## config.mk

```make
export PLATFORM = sky130hd
export DESIGN_NAME = inst_imm_encoder
export DESIGN_NICKNAME = d
export VERILOG_FILES = /design/src/rtl/inst_imm_encoder.sv
export SDC_FILE = /design/constraint.sdc
export NUM_CORES = 1
export LEC_CHECK = 0
export ABC_AREA = 1
export CORE_ASPECT_RATIO = 2
export CORE_MARGIN = 3
export CORE_UTILIZATION = 45
export CTS_CLUSTER_SIZE = 40
export DETAILED_ROUTE_END_ITERATION = 7
export PLACE_DENSITY = 0.83
export SLEW_MARGIN = 20
export SYNTH_ARGS = -nofsm -noshare
export SYNTH_HDL_FRONTEND = slang
export SYNTH_SLANG_ARGS = --single-unit
```

## constraint.sdc

```tcl
create_clock -name clk -period 1.8 [get_ports clk]
set_input_delay 0.36 -clock clk [delete_from_list [all_inputs] [get_ports clk]]
set_output_delay 0.36 -clock clk [all_outputs]
set_load 0.05 [all_outputs]
```

## src/rtl/inst_imm_encoder.sv

```systemverilog
// Immediate encoder: packs a 32-bit immediate into the I/S/B/U/J fields of an
// instruction template, expands LI into ADDI / LUI / LUI+ADDI, one output stage.
module inst_imm_encoder #(
  parameter int CNT_W = 16
) (
  input  logic             clk,
  input  logic             rst,
  input  logic             req_valid,
  output logic             req_ready,
  input  logic [2:0]       req_fmt,
  input  logic [31:0]      req_base,
  input  logic [31:0]      req_imm,
  output logic             out_valid,
  input  logic             out_ready,
  output logic [31:0]      out_inst,
  output logic             out_err,
  output logic [CNT_W-1:0] out_count
);

  typedef enum logic {S_RUN, S_LI2} state_e;

  localparam logic [2:0] FMT_I  = 3'd0;
  localparam logic [2:0] FMT_S  = 3'd1;
  localparam logic [2:0] FMT_B  = 3'd2;
  localparam logic [2:0] FMT_U  = 3'd3;
  localparam logic [2:0] FMT_J  = 3'd4;
  localparam logic [2:0] FMT_LI = 3'd5;

  localparam logic [6:0] OPC_LUI  = 7'b0110111;
  localparam logic [6:0] OPC_ADDI = 7'b0010011;

  state_e             state_q, state_d;
  logic               out_valid_q, out_valid_d;
  logic [31:0]        out_inst_q, out_inst_d;
  logic               out_err_q, out_err_d;
  logic [31:0]        pend_q, pend_d;
  logic [CNT_W-1:0]   count_q, count_d;

  logic               accept;
  logic               out_fire;
  logic               fits12;
  logic               fits13;
  logic               fits21;
  logic               lo_zero;
  logic [4:0]         rd;
  logic [19:0]        li_hi;
  logic [31:0]        enc_inst;
  logic [31:0]        enc_pend;
  logic               enc_err;
  logic               enc_two;

  assign accept   = req_valid && req_ready;
  assign out_fire = out_valid_q && out_ready;

  // A value fits N signed bits when every bit above N-2 equals the sign bit.
  assign fits12  = (req_imm[31:11] == {21{req_imm[11]}});
  assign fits13  = (req_imm[31:12] == {20{req_imm[12]}});
  assign fits21  = (req_imm[31:20] == {12{req_imm[20]}});
  assign lo_zero = (req_imm[11:0] == 12'd0);
  assign rd      = req_base[11:7];
  // Upper part is rounded so that LUI(hi) + sext(lo) reproduces imm exactly.
  assign li_hi   = req_imm[31:12] + {19'd0, req_imm[11]};

  // ------------------------------------------------------------------------
  // Request encoder
  // ------------------------------------------------------------------------
  always_comb begin
    // NOTE: every output of a combinational block gets a default first, so no
    // path through the case statement can leave a latch behind.
    enc_inst = req_base;
    enc_err  = 1'b0;
    enc_two  = 1'b0;
    enc_pend = {req_imm[11:0], rd, 3'b000, rd, OPC_ADDI};
    case (req_fmt)
      FMT_I: begin
        enc_inst = {req_imm[11:0], req_base[19:0]};
        enc_err  = !fits12;
      end
      FMT_S: begin
        enc_inst = {req_imm[11:5], req_base[24:12], req_imm[4:0], req_base[6:0]};
        enc_err  = !fits12;
      end
      FMT_B: begin
        enc_inst = {req_imm[12], req_imm[10:5], req_base[24:12],
                    req_imm[4:1], req_imm[11], req_base[6:0]};
        enc_err  = !fits13 || req_imm[0];
      end
      FMT_U: begin
        enc_inst = {req_imm[31:12], req_base[11:0]};
        enc_err  = !lo_zero;
      end
      FMT_J: begin
        enc_inst = {req_imm[20], req_imm[10:1], req_imm[11],
                    req_imm[19:12], req_base[11:0]};
        enc_err  = !fits21 || req_imm[0];
      end
      FMT_LI: begin
        if (fits12) begin
          enc_inst = {req_imm[11:0], 5'd0, 3'b000, rd, OPC_ADDI};
        end else if (lo_zero) begin
          enc_inst = {req_imm[31:12], rd, OPC_LUI};
        end else begin
          enc_inst = {li_hi, rd, OPC_LUI};
          enc_two  = 1'b1;
        end
      end
      default: begin
        enc_err = 1'b1;
      end
    endcase
  end

  // ------------------------------------------------------------------------
  // Control FSM: state register / next state / outputs
  // ------------------------------------------------------------------------
  always_ff @(posedge clk) begin
    // NOTE: sequential state uses non-blocking assignments so every register
    // samples the pre-edge values, independent of statement order.
    if (rst) begin
      state_q <= S_RUN;
    end else begin
      state_q <= state_d;
    end
  end

  always_comb begin
    state_d = state_q;
    case (state_q)
      S_RUN: if (accept && enc_two) state_d = S_LI2;
      S_LI2: if (out_fire)          state_d = S_RUN;
      default:                      state_d = S_RUN;
    endcase
  end

  always_comb begin
    req_ready = (state_q == S_RUN) && (!out_valid_q || out_ready);
  end

  // ------------------------------------------------------------------------
  // Output stage
  // ------------------------------------------------------------------------
  always_comb begin
    out_valid_d = out_valid_q;
    out_inst_d  = out_inst_q;
    out_err_d   = out_err_q;
    pend_d      = pend_q;
    if (state_q == S_LI2) begin
      // LUI leaves, ADDI half takes its place without a bubble.
      if (out_fire) begin
        out_inst_d = pend_q;
        out_err_d  = 1'b0;
      end
    end else if (accept) begin
      out_valid_d = 1'b1;
      out_inst_d  = enc_inst;
      out_err_d   = enc_err;
      if (enc_two) pend_d = enc_pend;
    end else if (out_fire) begin
      out_valid_d = 1'b0;
    end
    count_d = count_q + CNT_W'(out_fire);
  end

  always_ff @(posedge clk) begin
    if (rst) begin
      out_valid_q <= 1'b0;
      out_inst_q  <= 32'd0;
      out_err_q   <= 1'b0;
      pend_q      <= 32'd0;
      count_q     <= '0;
    end else begin
      out_valid_q <= out_valid_d;
      out_inst_q  <= out_inst_d;
      out_err_q   <= out_err_d;
      pend_q      <= pend_d;
      count_q     <= count_d;
    end
  end

  assign out_valid = out_valid_q;
  assign out_inst  = out_inst_q;
  assign out_err   = out_err_q;
  assign out_count = count_q;

endmodule

```

After elaboration in Yosys (flattened, before gate mapping)
Cells that the tools add are included.
- add/subtract/negate cells: 2
- eq/ne operators: 9
- multiplexer cells: 17
- bitwise operators: 1
- reductions and logical operators: 20
- operator list (cell ; count):
    32-bit case mux with 6 select lines ; 1
    32-bit two-way mux ; 5
    20-bit by 1-bit adder with 20-bit output ; 1
    20-bit == test ; 1
    19-bit == test ; 1
    16-bit by 1-bit adder with 16-bit output ; 1
    12-bit zero test ; 1
    11-bit == test ; 1
    1-bit two-way mux ; 9
    3-bit by 2-bit == test with 1-bit output (second input constant) ; 2
    3-bit == test (second input constant) ; 2
    1-bit zero test ; 5
    1-bit case mux with 5 select lines ; 1
    1-bit logical AND ; 4
    2-bit AND reduction ; 2
    2-bit nonzero test ; 2
    3-bit by 1-bit == test with 1-bit output (second input constant) ; 1
    3-bit zero test ; 1
    1-bit logical OR ; 3
    3-bit AND reduction ; 1
    2-bit by 1-bit inequality test with 1-bit output (second input constant) ; 1
    1-bit case mux with 2 select lines ; 1
    2-bit OR reduction ; 1
    1-bit NOT ; 1
- register bits: 76
- bits of input ports: 71
- output and inout bits: 51
- logic and storage cells: 55

Longest topological paths before layout
Gate-level depths: netlist (run 1).
- depth in word-level cells: 7
- depth in mapped cells: 16

Worst setup path before layout (run 1)
OpenSTA, ideal clock, no wires.
- path type: flip-flop to flip-flop
- start: register out_valid_q, in the netlist out_valid
- end: register out_inst_q[15], in the netlist out_inst[15]
- data arrival time: 2435 ps
- required time: 1672 ps
- setup slack: -763 ps
- stages on the path, launching flop included: 10
- path buffers: 1
- period minus slack after synthesis: 2563 ps
- path through: dfxtp_1 -> a21oi_1 -> nand2_1 -> nand2_1 -> inv_2 -> buf_2 -> nand2_1 -> nand2_1 -> a21oi_1 -> nor2_1
- word-level cells in the longest chain between the ends: 6
- ends and longest elaborated chain (element ; RTL line ; RTL):
    from (decl) ; 33 ; logic out_valid_q, out_valid_d;
    from (signal assigned) ; 172 ; out_valid_q <= out_valid_d;
    1-bit zero test ; 136 ; req_ready = (state_q == S_RUN) && (!out_valid_q || out_ready);
    1-bit logical OR ; 136 ;
    1-bit logical AND ; 136 ;
    via req_ready ; 9 ; output logic req_ready,
    1-bit logical AND ; 52 ; assign accept = req_valid && req_ready;
    2-bit nonzero test (no line) ; - ;
    2-bit AND reduction (no line) ; - ;
    to (signal assigned) ; 173 ; out_inst_q <= out_inst_d;
    to (decl) ; 34 ; logic [31:0] out_inst_q, out_inst_d;
The timed path passes the listed nets, and every way through them passes these cells.
A chain may end at the register's enable or synchronous reset.

Final worst setup path (run 1)
- start: register out_valid_q, in the netlist out_valid
- end: register count_q[13], in the netlist out_count[13]
- word-level cells in the longest chain between the ends: 2
- ends and longest elaborated chain (element ; RTL line ; RTL):
    1-bit logical AND ; 53 ; assign out_fire = out_valid_q && out_ready;
    16-bit by 1-bit adder with 16-bit output ; 161 ; count_d = count_q + CNT_W'(out_fire);
    to (signal assigned) ; 176 ; count_q <= count_d;
    to (decl) ; 37 ; logic [CNT_W-1:0] count_q, count_d;
No other way between the ends.

==> results of run 1 <==
## through the flow
stage	util (%)	std cells	setup TNS, ps
2_1_floorplan	-	790	-317
3_3_place_gp	69.0	1142	-26230
3_5_place_dp	69.0	1142	-28810
4_1_cts	75.2	1178	-225
5_1_grt	78.5	1194	-1150
6_report	78.5	1194	-368
## cell type report
class	instances	share of cell area [%]
clock buffers	9	2.90
clock inverters	7	0.854
inverters	92	4.51
multi-input cells	602	40.3
flip-flops and latches	69	17.9
well taps	132	2.13
repair buffers	283	31.5
## layout by cell type (no fill, tap or decap), types with 3 or more instances in the layout
master           netlist  final
nor2_2                 4     16
a31oi_1               13     13
nand3_4                2      3
clkbuf_16              0     10
nand2_4                0      3
nor2_4                 3     11
dfxtp_2                0      3
ha_4                   0      4
a211oi_1               4      4
buf_12                 0      9
dlygate4sd2_1          0      8
buf_6                  2     11
nor3_1                 7      5
dfxtp_1               69     65
clkdlybuf4s50_1        0     34
a21oi_2                0      5
nand3_2                0      6
nand4_1               15     15
o21ai_1                7      9
xor2_1                 8      8
nand2_2                5     16
inv_2                 12     18
a21oi_1               57     50
inv_1                 79     72
clkbuf_2               0     15
nand2_1              232    217
nor2_1               120    100
o21ai_0               41     38
o22ai_1               12     11
clkinv_2               0      4
buf_4                  2    190
nand3_1               57     50
dlymetal6s2s_1         0     11
## per-layer routing
layer,GRT usage [%],vias to the layer above,part of all wire (%)
met5,0,-,0
met1,31.7,3014,32
met4,24.3,0,7.5
met3,3.67,114,4.9
li1,-,3097,-
met2,64.7,329,55
## power groups by stage
stage               clock (W)  sequential (W)  combinational, W
CTS                   0.00174         0.00165           0.00138
floorplan                   0         0.00190          0.000473
detailed placement          0         0.00168           0.00134
global route          0.00181         0.00166           0.00154
global placement            0         0.00168           0.00133
finish                0.00175         0.00166           0.00144
## worst max-delay path by stage
stage / to / slack [ps] / depth (start not counted)
after floorplan: out_count[13] / -130 / 12
after global placement: out_inst[22] / -680 / 13
after detailed placement: out_inst[22] / -690 / 13
after CTS: out_count[14] / -90 / 13
after global routing: out_count[14] / -270 / 13
final: out_count[13] / -140 / 13
## state kept, by name, summed over array words and instances, names as in the netlist
register	cells
out_valid	1
out_inst	32
pend_q	18
out_err	1
out_count	16
state_q	1
## repair_timing
action                     4_1_cts  5_1_grt
hold endpoints to repair         0        0
pin swaps                       24       29
gates cloned                     2        1
setup endpoints to repair       50       54
buffers inserted                18       15
gates resized for setup         71       98
## worst register-to-register path, stage by stage (launching register included)
cell	delay (ps)
dfxtp_4	360
nand2_4	60
inv_4	60
ha_4	140
buf_4	120
nand3_4	90
nor2_4	130
nand2_4	80
nor2_4	120
nand3_2	80
or2_4	280
nor2_4	80
xor2_1	160
nor2_1	50
## logic make-up after synthesis
group | after synthesis | synth area share [%]
AND/OR/NAND/NOR | 451 | 40.9
buffers and inverters | 119 | 10.4
adder cells (fa/ha/maj) | 5 | 1.35
XOR/XNOR | 8 | 1.51
flip-flops | 69 | 29.8
AO/OA/AOI/OAI | 138 | 16.1
==> flow_summary_export.csv, run 1 <==
group,metric,value,unit
layout,seqCellArea,1390,µm²
placed_design,hpwl,14000,µm
placed_design,placed_area,6830,µm²
grt,antenna_found_initial,0,
grt,grt_overflow_total,0,
clocking,hold_buffers,0,
floorplan,num_rows,51,
sta,period_needed,1940,ps
sta,slew_headroom,65.3,%
clocking,clock_sinks,69,
layout,syn2layout_area_growth,67.3,%
worst_setup_path,rr_worst_depth,13,
worst_setup_path,regToRegSetupSlack,-140,ps
sta,timing.final.crit_share,108,%
pwr,p_int,0.00325,W
pwr,p_leak,3.76,nW
worst_setup_path,cp-start-kind,"flip-flop",
grt,grt.total_usage,33.6,%
clocking,clk_latency,340,ps
yosys,synth-edff-count,0,
grt,grt_pass1_wl,30800,µm
hold_path,hold_class,"input port to flip-flop",
detailed_routing,ant_nets,0,
clocking,clk_pin_slew_worst_paths,60,ps
yosys,synthFlopType,"dfxtp_1",
detailed_routing,vias,6554,
worst_setup_path,cp_num_buf_inv,2,
placed_design,place_ws,-690,ps
layout,design_area,7770,µm²
worst_setup_path,critPathLaunch,"out_valid",
grt,grt_pass1_vias,6385,
detailed_routing,viasPerCell,5.49,
detailed_routing,wirelength,21000,µm
sta,setup_ws,-138,ps
yosys,synthArstFlopShare,0,%
floorplan,io_pins,122,
sta,hold_violations,0,
pwr,seqPwrFrac,34.2,%
detailed_routing,first_pass_iters,7,
pwr,combPwrFrac,29.7,%
sta,final-setup-viol-count,5,
yosys,synth_nets,866,
clocking,cts_made_buffers,9,
worst_setup_path,cp-end-kind,"flip-flop",
clocking,cts_tree,"done",
yosys,syn_avg_cell_area,5.88,µm²
yosys,syn_inst,790,
yosys,ys_seq_area_share,29.8,%
floorplan,die_y,150,µm
run_status,outcome,"complete, but fails checks",
layout,nets,1133,
run_status,violations,"negative setup slack",
sta,tightest_slew,520,ps
floorplan,start_util,46.9,%
run,cap_violations,0,
worst_setup_path,crit_path_max_fanout,3,
clocking,h-tree-depth,3,
detailed_routing,drc,0,
placed_design,place_congestion,1.02,
grt,grt_max_degree,25,
yosys,synth_top_area_share,29.8,%
floorplan,die_w,77.8,µm
pwr,power,0.00485,W
sta,fmax,516,MHz
worst_setup_path,crit_family,"simple AND/OR/NAND/NOR gates",
sta,rsz0062_at_grt,"yes",
hold_path,hp-start,"rst",
yosys,ys_top_cells_by_area,"dfxtp_1, nand2_1, nor2_1",
pwr,p_per_area,624,nW/µm²
worst_setup_path,worstSetupPathType,"flip-flop to flip-flop",
sta,whs,378,ps
yosys,yosysWarningCount,0,
yosys,synth.cells.most_frequent,"nand2_1, nor2_1, inv_1",
worst_setup_path,crit_slowest_cell,"dfxtp_4",
layout,drive_gt1_share,32.6,%
sta,slew_violations,0,
worst_setup_path,worstPathRequired,2020,ps
layout,fillers,718,
layout,multiInputGateArea,3130,µm²
worst_setup_path,crit_top_cell,"nor2_4",
worst_setup_path,timing.rr.start,"out_valid",
clocking,root_buffer,"clkbuf_16",
detailed_routing,drt-initial-drc-count,579,
pwr,power_switching,0.00159,W
yosys,ys_ff_latch,69,
pwr,ir_drop,553,µV
yosys,yosysMostFrequentCell,"nand2_1",
worst_setup_path,arrival,2150,ps
detailed_routing,wire_per_inst,17.6,µm
pwr,clkPwrFrac,36.1,%
clocking,clockBufferDepth,2,
worst_setup_path,crit_chain,"nand2_4 > inv_4 > ha_4 > buf_4 > nand3_4 > nor2_4 > nand2_4 > nor2_4 > nand3_2 > or2_4 > nor2_4 > xor2_1 > nor2_1",
layout,num_antenna_cells,0,
hold_path,holdPathEnd,"pend_q[31]",
worst_setup_path,crit_path_max_incr_delay,360,ps
worst_setup_path,r2r-end,"out_count[13]",
hold_path,min_path_cells,2,
yosys,synth_cell_types,34,
floorplan,die_area,11600,µm²
pwr,sw_frac_of_total,32.8,%
yosys,synth_top_cell_by_area,"dfxtp_1",
sta,worst_clock_skew,6.61,ps
yosys,syn_area,4640,µm²
placed_design,portBuffers,121,
floorplan,core-area,9890,µm²
Note: power is estimated with default switching activity, not from simulation.
==> inputs of run 2 (changes only) <==
--- a/config.mk
+++ b/config.mk
@@ -12,6 +12,8 @@
 export CTS_CLUSTER_SIZE = 40
 export DETAILED_ROUTE_END_ITERATION = 7
 export PLACE_DENSITY = 0.83
+export RECOVER_POWER = 25
+export SETUP_SLACK_MARGIN = 0.3
 export SLEW_MARGIN = 20
 export SYNTH_ARGS = -nofsm -noshare
 export SYNTH_HDL_FRONTEND = slang
==> flow_summary_export.csv, run 2 (synthesis results as in run 1) <==
group,metric,value,unit
floorplan,core-area,9890,µm²
pwr,ir_drop,791,µV
worst_setup_path,crit_path_max_incr_delay,360,ps
floorplan,die_w,77.8,µm
layout,design_area,8900,µm²
clocking,root_buffer,"clkbuf_16",
hold_path,holdPathEnd,"out_count[15]",
worst_setup_path,r2r-end,"out_inst[26]",
worst_setup_path,regToRegSetupSlack,-430,ps
sta,timing.final.crit_share,124,%
sta,fmax,448,MHz
worst_setup_path,rr_worst_depth,13,
placed_design,hpwl,13900,µm
run,cap_violations,0,
clocking,clk_pin_slew_worst_paths,70,ps
worst_setup_path,worstSetupPathType,"flip-flop to flip-flop",
detailed_routing,viasPerCell,6.84,
clocking,clock_sinks,69,
detailed_routing,route.met2.wl,14100,µm
floorplan,num_rows,51,
clocking,h-tree-depth,3,
worst_setup_path,timing.rr.start,"out_valid",
grt,grt_pass1_wl,37500,µm
placed_design,placed_area,6970,µm²
placed_design,dpl.cell_count,1139,
detailed_routing,drc,0,
detailed_routing,wl_met3,4300,µm
layout,drive_gt1_share,47.0,%
detailed_routing,top_layer,"met5",
pwr,p_per_area,611,nW/µm²
detailed_routing,wire_per_inst,26.7,µm
layout,largest_reg_flops,32,
pwr,sw_frac_of_total,38.7,%
hold_path,min_path_cells,2,
grt,grt.total_usage,41.4,%
detailed_routing,wirelength,32600,µm
sta,rsz0062_at_grt,"yes",
detailed_routing,ant_nets,0,
worst_setup_path,worstPathRequired,2010,ps
worst_setup_path,arrival,2440,ps
layout,layout_commonest_cell,"buf_4",
grt,grt_max_degree,23,
sta,final-setup-viol-count,61,
layout,utilization,90.0,%
grt,grt_pass1_vias,7486,
layout,syn2layout_area_growth,91.8,%
clocking,cts_tree,"done",
layout,nets,1161,
worst_setup_path,crit_chain,"buf_4 > buf_6 > buf_6 > a21oi_4 > nand2_4 > buf_6 > buf_6 > nand2_8 > buf_12 > nand3_4 > nand2_2 > a21oi_2 > nor2_1",
worst_setup_path,crit_slowest_cell,"dfxtp_4",
sta,slew_headroom,38.4,%
detailed_routing,drt-met1-wl,9270,µm
worst_setup_path,cp-end-kind,"flip-flop",
run_status,violations,"negative setup slack",
floorplan,die_area,11600,µm²
detailed_routing,first_pass_iters,8,
detailed_routing,vias,8362,
floorplan,io_pins,122,
sta,period_needed,2230,ps
worst_setup_path,crit_top_cell,"buf_6",
clocking,clk_latency,350,ps
sta,slew_violations,0,
grt,grt_overflow_total,0,
floorplan,start_util,46.9,%
pwr,combPwrFrac,36.3,%
hold_path,hold_class,"input port to flip-flop",
pwr,seqPwrFrac,31.3,%
placed_design,place_congestion,1.01,
pwr,clkPwrFrac,32.4,%
layout,final_cell_mix,"buf_4, nand2_1, nor2_1",
sta,worst_clock_skew,14.8,ps
pwr,power_switching,0.00211,W
layout,fin_cells,1222,
run_status,outcome,"complete, but fails checks",
sta,whs,420,ps
clocking,cts_made_buffers,9,
hold_path,hp-start,"rst",
sta,tightest_slew,923,ps
worst_setup_path,crit_path_max_fanout,8,
detailed_routing,drt-initial-drc-count,1583,
grt,antenna_found_initial,3,
sta,hold_violations,0,
worst_setup_path,cp-start-kind,"flip-flop",
floorplan,die_y,150,µm
pwr,p_int,0.00333,W
placed_design,portBuffers,121,
pwr,p_leak,4.01,nW
sta,setup_ws,-432,ps
clocking,clockBufferDepth,2,
[run 2: cell types whose count changed in the layout (fill, tap and decap cells not counted), moves of 13 or more]
cell	delta
nor2_1	-17
nor2_4	+13
buf_6	+25
nand2_1	-39
nand3_1	-13
nand2_2	+21
a21oi_1	-34
clkbuf_2	-15
buf_2	+17
nand2_4	+18
a21oi_2	+30
[run 2: power groups by stage]
stage / logic (W) / registers, W / clock network, W
global placement: 0.00135 / 0.00168 / 0
global route: 0.00204 / 0.00170 / 0.00179
CTS: 0.00159 / 0.00166 / 0.00160
finish: 0.00198 / 0.00170 / 0.00176
detailed placement: 0.00137 / 0.00168 / 0
floorplan: 0.000509 / 0.00190 / 0
[run 2: how the worst max path moves through the flow]
stage | startpoint | end | slack (ps) | cells past startpoint
2_1_floorplan | out_valid | out_count[13] | -130 | 12
3_3_place_gp | req_imm[11] | out_inst[27] | -630 | 15
3_5_place_dp | req_imm[11] | out_inst[27] | -690 | 15
4_1_cts | out_valid | out_count[12] | -60 | 11
5_1_grt | out_valid | out_count[14] | -640 | 13
6_report | out_valid | out_inst[26] | -430 | 13
[run 2: what timing repair did]
item	CTS	global route
hold endpoints to repair	0	0
hold buffers	0	0
pin swaps	85	41
setup buffers	40	18
endpoints found under the setup margin	65	64
gates resized for setup	334	94
gates cloned	9	0
[run 2: routing by layer]
metal  global-route usage (%)  vias to the layer above
met4                     42.0                        8
li1                         -                     3157
met1                     38.0                     3628
met5                        0                        -
met3                     6.20                      520
met2                     74.0                     1049
[run 2: worst max-delay path, delay by kind of cell (launching register included)]
kind,cells,cell delay [ps]
buffers and inverters,6,770
and+or+nand+nor,5,740
DFF,1,360
AOI/OAI and AO/OA,2,200
[run 2: cell type report]
class                           instances  area (µm²)
Clock buffer                           11         243
Timing Repair inverter                  3        38.8
Antenna cell                            1        2.50
Timing Repair Buffer                  308        2870
Clock inverter                          4        25.0
Inverter                               92         370
Fill cell                             366         990
Tap cell                              132         165
Sequential cell                        69        1390
Multi-Input combinational cell        602        3800
[run 2: stage by stage]
step	total power [W]	worst slack (ps)	TNS [ps]
global route	0.00553	-643	-15250
finish	0.00544	-432	-11230
floorplan	0.00241	-125	-317
global placement	0.00303	-625	-27000
CTS	0.00486	-62.4	-107
detailed placement	0.00305	-688	-30720
